===== config.mk =====
export PLATFORM = sky130hd
export DESIGN_NAME = cid_sub_seq
export DESIGN_NICKNAME = d
export VERILOG_FILES = /design/src/rtl/cid_pkg.sv /design/src/rtl/borrow_dec4.sv /design/src/rtl/cid_sub_seq.sv
export SDC_FILE = /design/constraint.sdc
export NUM_CORES = 1
export LEC_CHECK = 0
export BUFFER_PORTS_ARGS = -buffer_cell sky130_fd_sc_hd__buf_2
export CORE_ASPECT_RATIO = 1.25
export CORE_UTILIZATION = 54
export CTS_CLUSTER_SIZE = 40
export DETAILED_ROUTE_END_ITERATION = 7
export PLACE_DENSITY = 0.76
export REMOVE_ABC_BUFFERS = 1
export SLEW_MARGIN = 20
export SYNTH_ARGS = -nofsm -noshare
export SYNTH_HDL_FRONTEND = slang
export SYNTH_SLANG_ARGS = --single-unit
export TNS_END_PERCENT = 50

===== constraint.sdc =====
create_clock -name clk -period 4.6 [get_ports clk]
set_clock_uncertainty 0.2 [all_clocks]
set_input_delay 0 -clock clk [delete_from_list [all_inputs] [get_ports clk]]
set_output_delay 0 -clock clk [all_outputs]
set_load 0.05 [all_outputs]

===== src/rtl/cid_pkg.sv =====
// Shared definitions for the carry/borrow-increment group datapaths:
// FSM state encoding, group width and the index-width helper.
package cid_pkg;

  typedef enum logic [1:0] {
    IDLE = 2'd0,
    RUN  = 2'd1,
    DONE = 2'd2
  } state_t;

  localparam int CID_GROUP = 4;

  function automatic int clog2(input int value);
    int r;
    r = 0;
    while ((1 << r) < value) r++;
    return r;
  endfunction

endpackage


===== src/rtl/borrow_dec4.sv =====
// Four chained half-subtractors: dout = sin - bprev, borrow set when the
// decrement wraps. Mirror image of the increment group in the adder.
module borrow_dec4 (
  input  logic [3:0] sin,
  input  logic       bprev,
  output logic [3:0] dout,
  output logic       borrow
);

  logic [4:0] chain;

  // Each stage borrows onward only if it had to borrow and its bit was 0
  always_comb begin
    chain[0] = bprev;
    for (int i = 0; i < 4; i++) begin
      dout[i]      = sin[i] ^ chain[i];
      chain[i + 1] = ~sin[i] & chain[i];
    end
  end

  assign borrow = chain[4];

endmodule


===== src/rtl/cid_sub_seq.sv =====
// Sequential borrow-decrement subtractor: diff = a - b - bin, one 4-bit group
// per clock, LSB group first. Optional ovf port under `CID_OVF_FLAG_EN.
module cid_sub_seq
  import cid_pkg::*;
#(
  parameter int WIDTH = 16,
  parameter int GROUP = CID_GROUP
) (
  input  logic             clk,
  input  logic             rst_n,
  input  logic             in_valid,
  output logic             in_ready,
  input  logic [WIDTH-1:0] a,
  input  logic [WIDTH-1:0] b,
  input  logic             bin,
  output logic             out_valid,
  input  logic             out_ready,
  output logic [WIDTH-1:0] diff,
  output logic             bout
`ifdef CID_OVF_FLAG_EN
  ,
  output logic             ovf
`endif
);

  localparam int N  = WIDTH / GROUP;
  localparam int IW = (clog2(N) < 1) ? 1 : clog2(N);

  state_t           state, state_nxt;
  logic [WIDTH-1:0] a_reg, b_reg, diff_reg;
  logic             borrow_reg;
  logic [IW-1:0]    idx;

  logic [GROUP-1:0] a_g, b_g, raw, dec, grp_diff;
  logic             r_borrow, d_borrow, last;

  assign a_g  = a_reg[int'(idx) * GROUP +: GROUP];
  assign b_g  = b_reg[int'(idx) * GROUP +: GROUP];
  assign last = (idx == IW'(N - 1));

  assign {r_borrow, raw} = {1'b0, a_g} - {1'b0, b_g};

  // Single shared decrement group, reused for every group position
  borrow_dec4 u_dec (
    .sin   (raw),
    .bprev (1'b1),
    .dout  (dec),
    .borrow(d_borrow)
  );

  assign grp_diff = borrow_reg ? dec : raw;

  always_ff @(posedge clk) begin
    if (!rst_n) state <= IDLE;
    else        state <= state_nxt;
  end

  always_comb begin
    state_nxt = state;
    case (state)
      IDLE:    if (in_valid)  state_nxt = RUN;
      RUN:     if (last)      state_nxt = DONE;
      DONE:    if (out_ready) state_nxt = IDLE;
      default:                state_nxt = IDLE;
    endcase
  end

  always_comb begin
    in_ready  = 1'b0;
    out_valid = 1'b0;
    case (state)
      IDLE:    in_ready  = 1'b1;
      DONE:    out_valid = 1'b1;
      default: ;
    endcase
  end

  // A decremented group only borrows onward when the raw group was zero
  always_ff @(posedge clk) begin
    if (!rst_n) begin
      a_reg      <= '0;
      b_reg      <= '0;
      diff_reg   <= '0;
      borrow_reg <= 1'b0;
      idx        <= '0;
    end else begin
      case (state)
        IDLE: begin
          if (in_valid) begin
            a_reg      <= a;
            b_reg      <= b;
            borrow_reg <= bin;
            idx        <= '0;
          end
        end
        RUN: begin
          diff_reg[int'(idx) * GROUP +: GROUP] <= grp_diff;
          borrow_reg <= r_borrow | (borrow_reg & d_borrow);
          if (!last) idx <= idx + IW'(1);
        end
        default: ;
      endcase
    end
  end

  assign diff = diff_reg;
  assign bout = borrow_reg;

`ifdef CID_OVF_FLAG_EN
  logic ovf_reg;

  // Signed overflow: operands of differing sign and result sign differs from a
  always_ff @(posedge clk) begin
    if (!rst_n) begin
      ovf_reg <= 1'b0;
    end else if (state == IDLE && in_valid) begin
      ovf_reg <= 1'b0;
    end else if (state == RUN && last) begin
      ovf_reg <= (a_reg[WIDTH-1] ^ b_reg[WIDTH-1]) &
                 (a_reg[WIDTH-1] ^ grp_diff[GROUP-1]);
    end
  end

  assign ovf = ovf_reg;
`endif

endmodule


==> run summary, run 1 <==
Top-count cell post-synth: nand2_1
Top cell type's share of synthesized area: 0.411
Core footprint: 0.00449 mm2
Worst vdd ir: 0.242 mV
Leading area contributor after synthesis: dfxtp_1
Die height: 79.3 um
R2R depth: 10
Pint: 0.747 mW
Starting density of the core: 0.574
Top-level I/O count: 56
Met2 routed WL: 2970 um
Crit-path max FO: 9
HP Start: rst_n
Number of synthesized flops with an enable pin: 0
Crit start category: flip-flop
Post-Syn Instances: 280
Status: finished clean
Fmax: 307 MHz
Drt wl/cell: 13.4 um
Worst Hold End: diff[11]
Largest net degree at the start of global routing: 58
Synth cell count leaders: 76 x nand2_1, 53 x dfxtp_1, 24 x a21boi_0, 18 x nor2b_1, 14 x a22oi_1
Worst-Margin Slew: 1.03 ns
Clock tree buffer depth: 2
Number of fillers in the final layout: 335
PD cells: 308 mW/mm2
Final Critical Period: 3.25 ns
# nets final: 416
Drt drc: 0
Hold depth: 3
Main synth FF type: dfxtp_1
Clk sinks: 53
Number of global-route vias before repair: 2225
R2r setup slk: 1.35 ns
Placed inst area: 0.00288 mm2
Syn Area/Cell: 9.22 um2
Async SR Flop Fraction: 0
Initial antenna violation count: 0
Final instance area: 0.00335 mm2
Gr usage total: 0.248
Antenna Violating Nets Remaining: 0
Clock power share: 0.295
Critical path class: reg -> reg
Post-CTS Setup Inserts: 0
First-pass GRT wire length: 9880 um
Via Count: 2232
Metal-1 WL: 2470 um
Initial DRT Pass Iterations: 4
Clk Tree Root Cell: clkbuf_8
FF-to-FF End: diff[3]
Seq cells post-synth: 53
Post-synth cell types: 34
Pleak: 1.38 nW
Synthesized area: 0.00258 mm2
Top routing layer used: met4
Comb power frac: 0.223
1st-iter DRT viols: 86
Routed wire length: 5660 um
Switching part of the total: 0.278
Met3 wire len: 153 um
Core Rows: 27
Hold WC Path Type: in -> reg
Net Switching: 0.287 mW
PortBufs: 55
Crit. End Element: flip-flop
Die area: 0.00506 mm2
Relative slew slack: 0.309
Share of layout cells above drive strength 1: 0.211
Setup violations, final: 0
Clock transition at the registers of the reported paths: 0.09 ns
Final hold slack: 0.113 ns
Number of synthesis warnings: 0
R2r startpoint: idx[1]
Worst path arrival time: 3.25 ns
RSZ-0062 raised after global routing: false
# diodes: 0
Gr ovfl total: 0
DR vias/cell: 5.28
TritonCTS buffer count: 5
Slew Viols, Final: 0
Die Wd: 63.8 um
Required time of the critical path: 4.59 ns
Hpwl dp: 3550 um
Main area contributors after synthesis: dfxtp_1 41%, nand2_1 11%, a21boi_0 7.0%
GP Congestion: 0.803
Sequential fraction of the synthesis area: 0.411
Final TNS setup: 0 ns
Synth-to-layout area growth: 29.9%
Crit share post-route: 0.708
Htree depth: 2
Flop pwr share: 0.482
Final Hold Viols: 0
Clock latency on the worst-skew pair: 0.30 ns
# Max-Cap Violations: 0
TritonCTS clock tree: yes
[how the worst max path moves through the flow]
stage          slack (ns)  startpoint      end
3_3_place_gp         1.44      idx[1]  diff[3]
3_5_place_dp         1.34      idx[1]  diff[3]
5_1_grt              1.12      idx[1]  diff[3]
4_1_cts              1.32      idx[1]  diff[3]
6_report             1.35      idx[1]  diff[3]
2_1_floorplan        1.30      idx[0]  diff[3]
[power groups by stage]
stage	combinational (mW)	sequential, mW	clock [mW]
floorplan	0.127	0.520	0
global placement	0.199	0.508	0
detailed placement	0.204	0.509	0
CTS	0.227	0.498	0.309
global route	0.259	0.502	0.327
finish	0.231	0.498	0.305
[layout make-up]
cell class	instances	area, um2	area share
inverter	8	30.0	0.00896
multi-input combinational	203	1420	0.425
sequential	53	1060	0.316
clock buffer	5	68.8	0.0205
clock inverter	2	35.0	0.0104
timing repair buffer	94	662	0.197
tap	58	72.6	0.0216
[metrics by stage]
step                      std cells  setup WS, ns  utilization  power [mW]
after floorplan                 264          1.30            -       0.647
after global placement          379          1.44        0.640       0.707
after detailed placement        379          1.34        0.640       0.713
after CTS                       421          1.32        0.742        1.03
after global routing            423          1.12        0.746        1.09
final                           423          1.35        0.746        1.03
[critical path, stage by stage (launching register included)]
cell,delay (ns)
dfxtp_1,0.56
mux4_2,0.55
inv_1,0.07
ha_1,0.18
fa_1,0.44
ha_1,0.22
ha_1,0.19
ha_1,0.26
nand2b_1,0.10
o2111a_1,0.28
o21ai_0,0.10
[what timing repair did]
item	4_1_cts	5_1_grt
resized for setup	0	0
hold endpoints to repair	34	1
hold buffers	35	1
[cells by family after synthesis]
group | share of synthesized area
and+or+nand+nor | 0.225
AOI/OAI and AO/OA | 0.165
DFF | 0.411
buffers and inverters | 0.0397
adders and majority gates | 0.0708
muxes | 0.0776
xor gates and xnor gates | 0.0102
[per-layer routing]
metal | up-vias | global-route usage
met2 | 45 | 0.452
met5 | - | 0
li1 | 1124 | -
met1 | 1056 | 0.288
met4 | 0 | 0.0977
met3 | 7 | 0.0374
[cell usage in the layout (no fill, tap or decap)]
| master | netlist | final |
|---|---|---|
| a21boi_0 | 24 | 24 |
| a21boi_1 | 10 | 10 |
| a21oi_1 | 2 | 2 |
| a22oi_1 | 14 | 14 |
| and2b_1 | 1 | 1 |
| and4_1 | 2 | 2 |
| and4b_1 | 1 | 1 |
| buf_2 | 10 | 55 |
| buf_4 | 0 | 2 |
| buf_6 | 0 | 1 |
| bufinv_16 | 0 | 1 |
| clkbuf_8 | 0 | 5 |
| clkinv_2 | 0 | 1 |
| dfxtp_1 | 53 | 53 |
| dlygate4sd3_1 | 0 | 36 |
| fa_1 | 1 | 1 |
| ha_1 | 13 | 13 |
| inv_1 | 8 | 8 |
| mux2i_1 | 2 | 2 |
| mux4_2 | 8 | 8 |
| nand2_1 | 76 | 76 |
| nand2b_1 | 2 | 2 |
| nand3_1 | 4 | 4 |
| nand3b_1 | 1 | 1 |
| nand3b_4 | 1 | 1 |
| nor2_1 | 5 | 5 |
| nor2b_1 | 18 | 18 |
| nor3_1 | 1 | 1 |
| nor3b_1 | 1 | 1 |
| nor3b_2 | 2 | 1 |
| nor3b_4 | 0 | 1 |
| nor4b_4 | 1 | 1 |
| o2111a_1 | 1 | 1 |
| o211ai_1 | 1 | 1 |
| o21a_1 | 1 | 1 |
| o21ai_0 | 3 | 3 |
| o21ai_1 | 3 | 3 |
| or3b_1 | 1 | 1 |
| xnor2_1 | 1 | 1 |
| xor2_1 | 2 | 2 |
Power figures use the tool's default switching activity.
==> run 2: changes to the inputs <==
- ABC_AREA: unset -> 1
- CORE_UTILIZATION: 54 -> 48
- PLACE_DENSITY: 0.76 -> 0.72
- clock period: 4.6 -> 2.8 ns (I/O delays scaled with it)
==> run 2 against run 1 <==
Against the previous run: count of clock-buffer cells in the layout rose by 2; wire length grew 25%; synthesized cell count grew 21%; cell area grew 13%; via count is 22% higher; hold slack improved by 0.020 ns; non-clock buffer count grew 42; global-route usage rose by 1.7 points; sequential power grew 70%; critical path depth grew 2; register-to-register slack got worse by 1.3 ns; sequential share of layout area decreased by 3.6 points; critical path type unchanged.
==> run summary, run 2 <==
Status: finished clean
PD cells: 558 mW/mm2 (+81%)
Setup WS pre-CTS: -0.345 ns (-1.69 ns)
CP Cell Sequence: buf_6 -> o21ai_2 -> o22ai_2 -> ha_2 -> fa_2 -> ha_4 -> ha_4 -> ha_4 -> or2_4 -> nand2_4 -> nand4_1 -> a21oi_1
Finished Layout Cells: 528 (+25%)
Hold depth: 4 (+1)
Clock latency on the worst-skew pair: 0.30 ns (about the same)
Synth cell count leaders: 76 x nor2_1, 54 x nand2_1, 53 x dfxtp_1, 41 x o21ai_0, 26 x a21oi_1
R2r setup slk: 0.01 ns (-1.34 ns)
Main area contributors after synthesis: dfxtp_1 42%, nor2_1 11%, o21ai_0 8.2%
Inst Count DP: 449 (+18%)
Final Critical Period: 2.79 ns (-0.465 ns)
Commonest non-fill, non-tap cell in the layout: nor2_1
Number of synthesis warnings: 0 (unchanged)
1st-iter DRT viols: 130 (+51%)
Hold WC Path Type: in -> reg
Crit. End Element: flip-flop
Crit share post-route: 0.996 (+0.289)
R2r startpoint: idx[0]
Synth-to-layout area growth: 51.7%
Most frequent cells in the layout: 75 x nor2_1, 66 x dlygate4sd3_1, 55 x buf_2, 52 x nand2_1, 51 x dfxtp_1
Die area: 0.00551 mm2 (+8.9%)
Number of synthesized flops with an enable pin: 0 (unchanged)
Tot Pwr: 2.12 mW (+110%)
Most used routing layer: met2
R2R depth: 12 (+2)
# diodes: 0 (unchanged)
Crit path max-delay family: adder cells
Met3 usage: 0.0508 (+0.0135)
Via Count: 2730 (+22%)
Share of layout cells above drive strength 1: 0.240 (+0.0294)
PortBufs: 55 (unchanged)
Post-Syn Instances: 338 (+21%)
Final instance area: 0.00380 mm2 (+13%)
Seq cells post-synth: 53 (unchanged)
Top-count cell post-synth: nor2_1
Worst vdd ir: 0.365 mV (+51%)
Worst path arrival time: 2.82 ns (-0.43 ns)
Final worst setup slack: 0.0102 ns (-1.34 ns)
Async SR Flop Fraction: 0 (unchanged)
Die height: 82.8 um (+4.4%)
Clk Tree Root Cell: clkbuf_8
# nets final: 517 (+24%)
Htree depth: 2 (unchanged)
Drt drc: 0 (unchanged)
Hpwl dp: 3970 um (+12%)
CP max-delay cell: fa_2
Final Hold Viols: 0 (unchanged)
Die Wd: 66.6 um (+4.3%)
Main synth FF type: dfxtp_1
Critical path class: reg -> reg
Final hold slack: 0.133 ns (+0.0198 ns)
Required time of the critical path: 2.83 ns (-1.76 ns)
Crit-path max cell delay: 0.47 ns (-0.09 ns)
Clk sinks: 53 (unchanged)
Drt wl/cell: 13.4 um (+0.27%)
Initial antenna violation count: 0 (unchanged)
Placed inst area: 0.00287 mm2 (-0.43%)
RSZ-0062 raised after global routing: true
HP Start: in_valid
Crit start category: flip-flop
Top-level I/O count: 56 (unchanged)
TritonCTS buffer count: 5 (unchanged)
Core footprint: 0.00504 mm2 (+12%)
First-pass GRT wire length: 11000 um (+12%)
Fin util: 0.754 (+0.00735)
GR Layer Usage met2: 0.517 (+0.0650)
Clock tree buffer depth: 2 (unchanged)
Routed wire length: 7090 um (+25%)
Relative slew slack: 0.562 (+0.254)
Gr ovfl total: 0 (unchanged)
Post-synth cell types: 29 (-15%)
Largest net degree at the start of global routing: 36 (-38%)
FF-to-FF End: diff[7]
Gr usage total: 0.265 (+0.0169)
Antenna Violating Nets Remaining: 0 (unchanged)
Leading area contributor after synthesis: dfxtp_1
Core Rows: 29 (+7.4%)
Worst-Margin Slew: 0.656 ns (-0.379 ns)
Worst Hold End: bout
DR vias/cell: 5.17 (-2.0%)
Crit-path max FO: 8 (-1)
Clock transition at the registers of the reported paths: 0.09 ns (about the same)
# Max-Cap Violations: 0 (unchanged)
Setup violations, final: 0 (unchanged)
TritonCTS clock tree: yes
Sequential fraction of the synthesis area: 0.424 (+0.0125)
Top cell type's share of synthesized area: 0.424 (+0.0125)
Bufs and invs on worst path: 1 (unchanged)
GP Congestion: 0.842 (+4.8%)
GR Util met1: 0.272 (-0.0165)
Starting density of the core: 0.497 (-0.0778)
Most common cell type on the critical path: ha_4
Syn Area/Cell: 7.41 um2 (-20%)
Synthesized area: 0.00250 mm2 (-3.0%)
Fmax: 358 MHz (+17%)
Slew Viols, Final: 0 (unchanged)
Final TNS setup: 0 ns (unchanged)
Pleak: 1.62 nW (+18%)
Number of global-route vias before repair: 2575 (+16%)
Initial DRT Pass Iterations: 4 (unchanged)
## run 2: cell types whose count changed after synthesis, moves of 8 or more
cell | previous run | this run
nor2b_1 | 18 | 0
a21boi_1 | 10 | 0
nor2_1 | 5 | 76
mux4_2 | 8 | 0
a21boi_0 | 24 | 0
nand2_1 | 76 | 54
a22oi_1 | 14 | 2
o21ai_0 | 3 | 41
inv_1 | 8 | 17
a21oi_1 | 2 | 26
## run 2: worst reg2reg max path: stages (launching register included)
cell     delay, ns
dfxtp_4       0.42
buf_6         0.14
o21ai_2       0.06
o22ai_2       0.17
ha_2          0.21
fa_2          0.47
ha_4          0.19
ha_4          0.16
ha_4          0.20
or2_4         0.23
nand2_4       0.07
nand4_1       0.08
a21oi_1       0.13
## run 2: worst max-delay path by stage
stage,startpoint,end,slack (ns),depth (start not counted)
CTS,idx[0],diff[15],-0.02,12
global route,idx[0],diff[15],-0.08,14
global placement,idx[0],diff[15],-0.26,12
finish,idx[0],diff[7],0.01,12
detailed placement,idx[0],diff[15],-0.35,12
floorplan,idx[0],diff[15],-0.80,12
## run 2: final cells by class
| type | instances | area [um2] |
|---|---|---|
| clock buffers | 7 | 86.3 |
| fillers | 358 | 1240 |
| inverters | 20 | 82.6 |
| multi-input cells | 249 | 1430 |
| flip-flops and latches | 53 | 1070 |
| well taps | 62 | 77.6 |
| repair buffers | 136 | 1050 |
| repair inverters | 1 | 5.00 |
## run 2: per-layer routing
layer / up-vias / part of all wire
li1: 1362 / -
met4: 0 / 0.027
met3: 21 / 0.031
met5: - / 0
met1: 1274 / 0.40
met2: 73 / 0.54
## run 2: repair_timing
item,in CTS,in global routing
endpoints found under the setup margin,9,9
hold buffers,66,0
pin swaps,8,6
cloned,0,1
hold endpoints to repair,34,0
setup buffers,1,4
resized for setup,22,13
## run 2: kinds of logic (layout without fill, tap and decap cells)
kind of cell	count (synthesis)	in the layout	share of synthesized area
AND/OR/NAND/NOR	153	153	0.263
adder cells (fa/ha/maj)	14	14	0.0729
AO/OA/AOI/OAI	79	79	0.173
buffers and inverters	36	164	0.0569
XOR/XNOR	2	2	0.00699
flip-flops	53	53	0.424
multiplexers	1	1	0.00400
## run 2: where the power goes
group | internal, mW | total, mW | switching (mW)
combinational | 0.396 | 0.837 | 0.442
clock | 0.197 | 0.438 | 0.242
sequential | 0.806 | 0.845 | 0.0388
total | 1.40 | 2.12 | 0.722
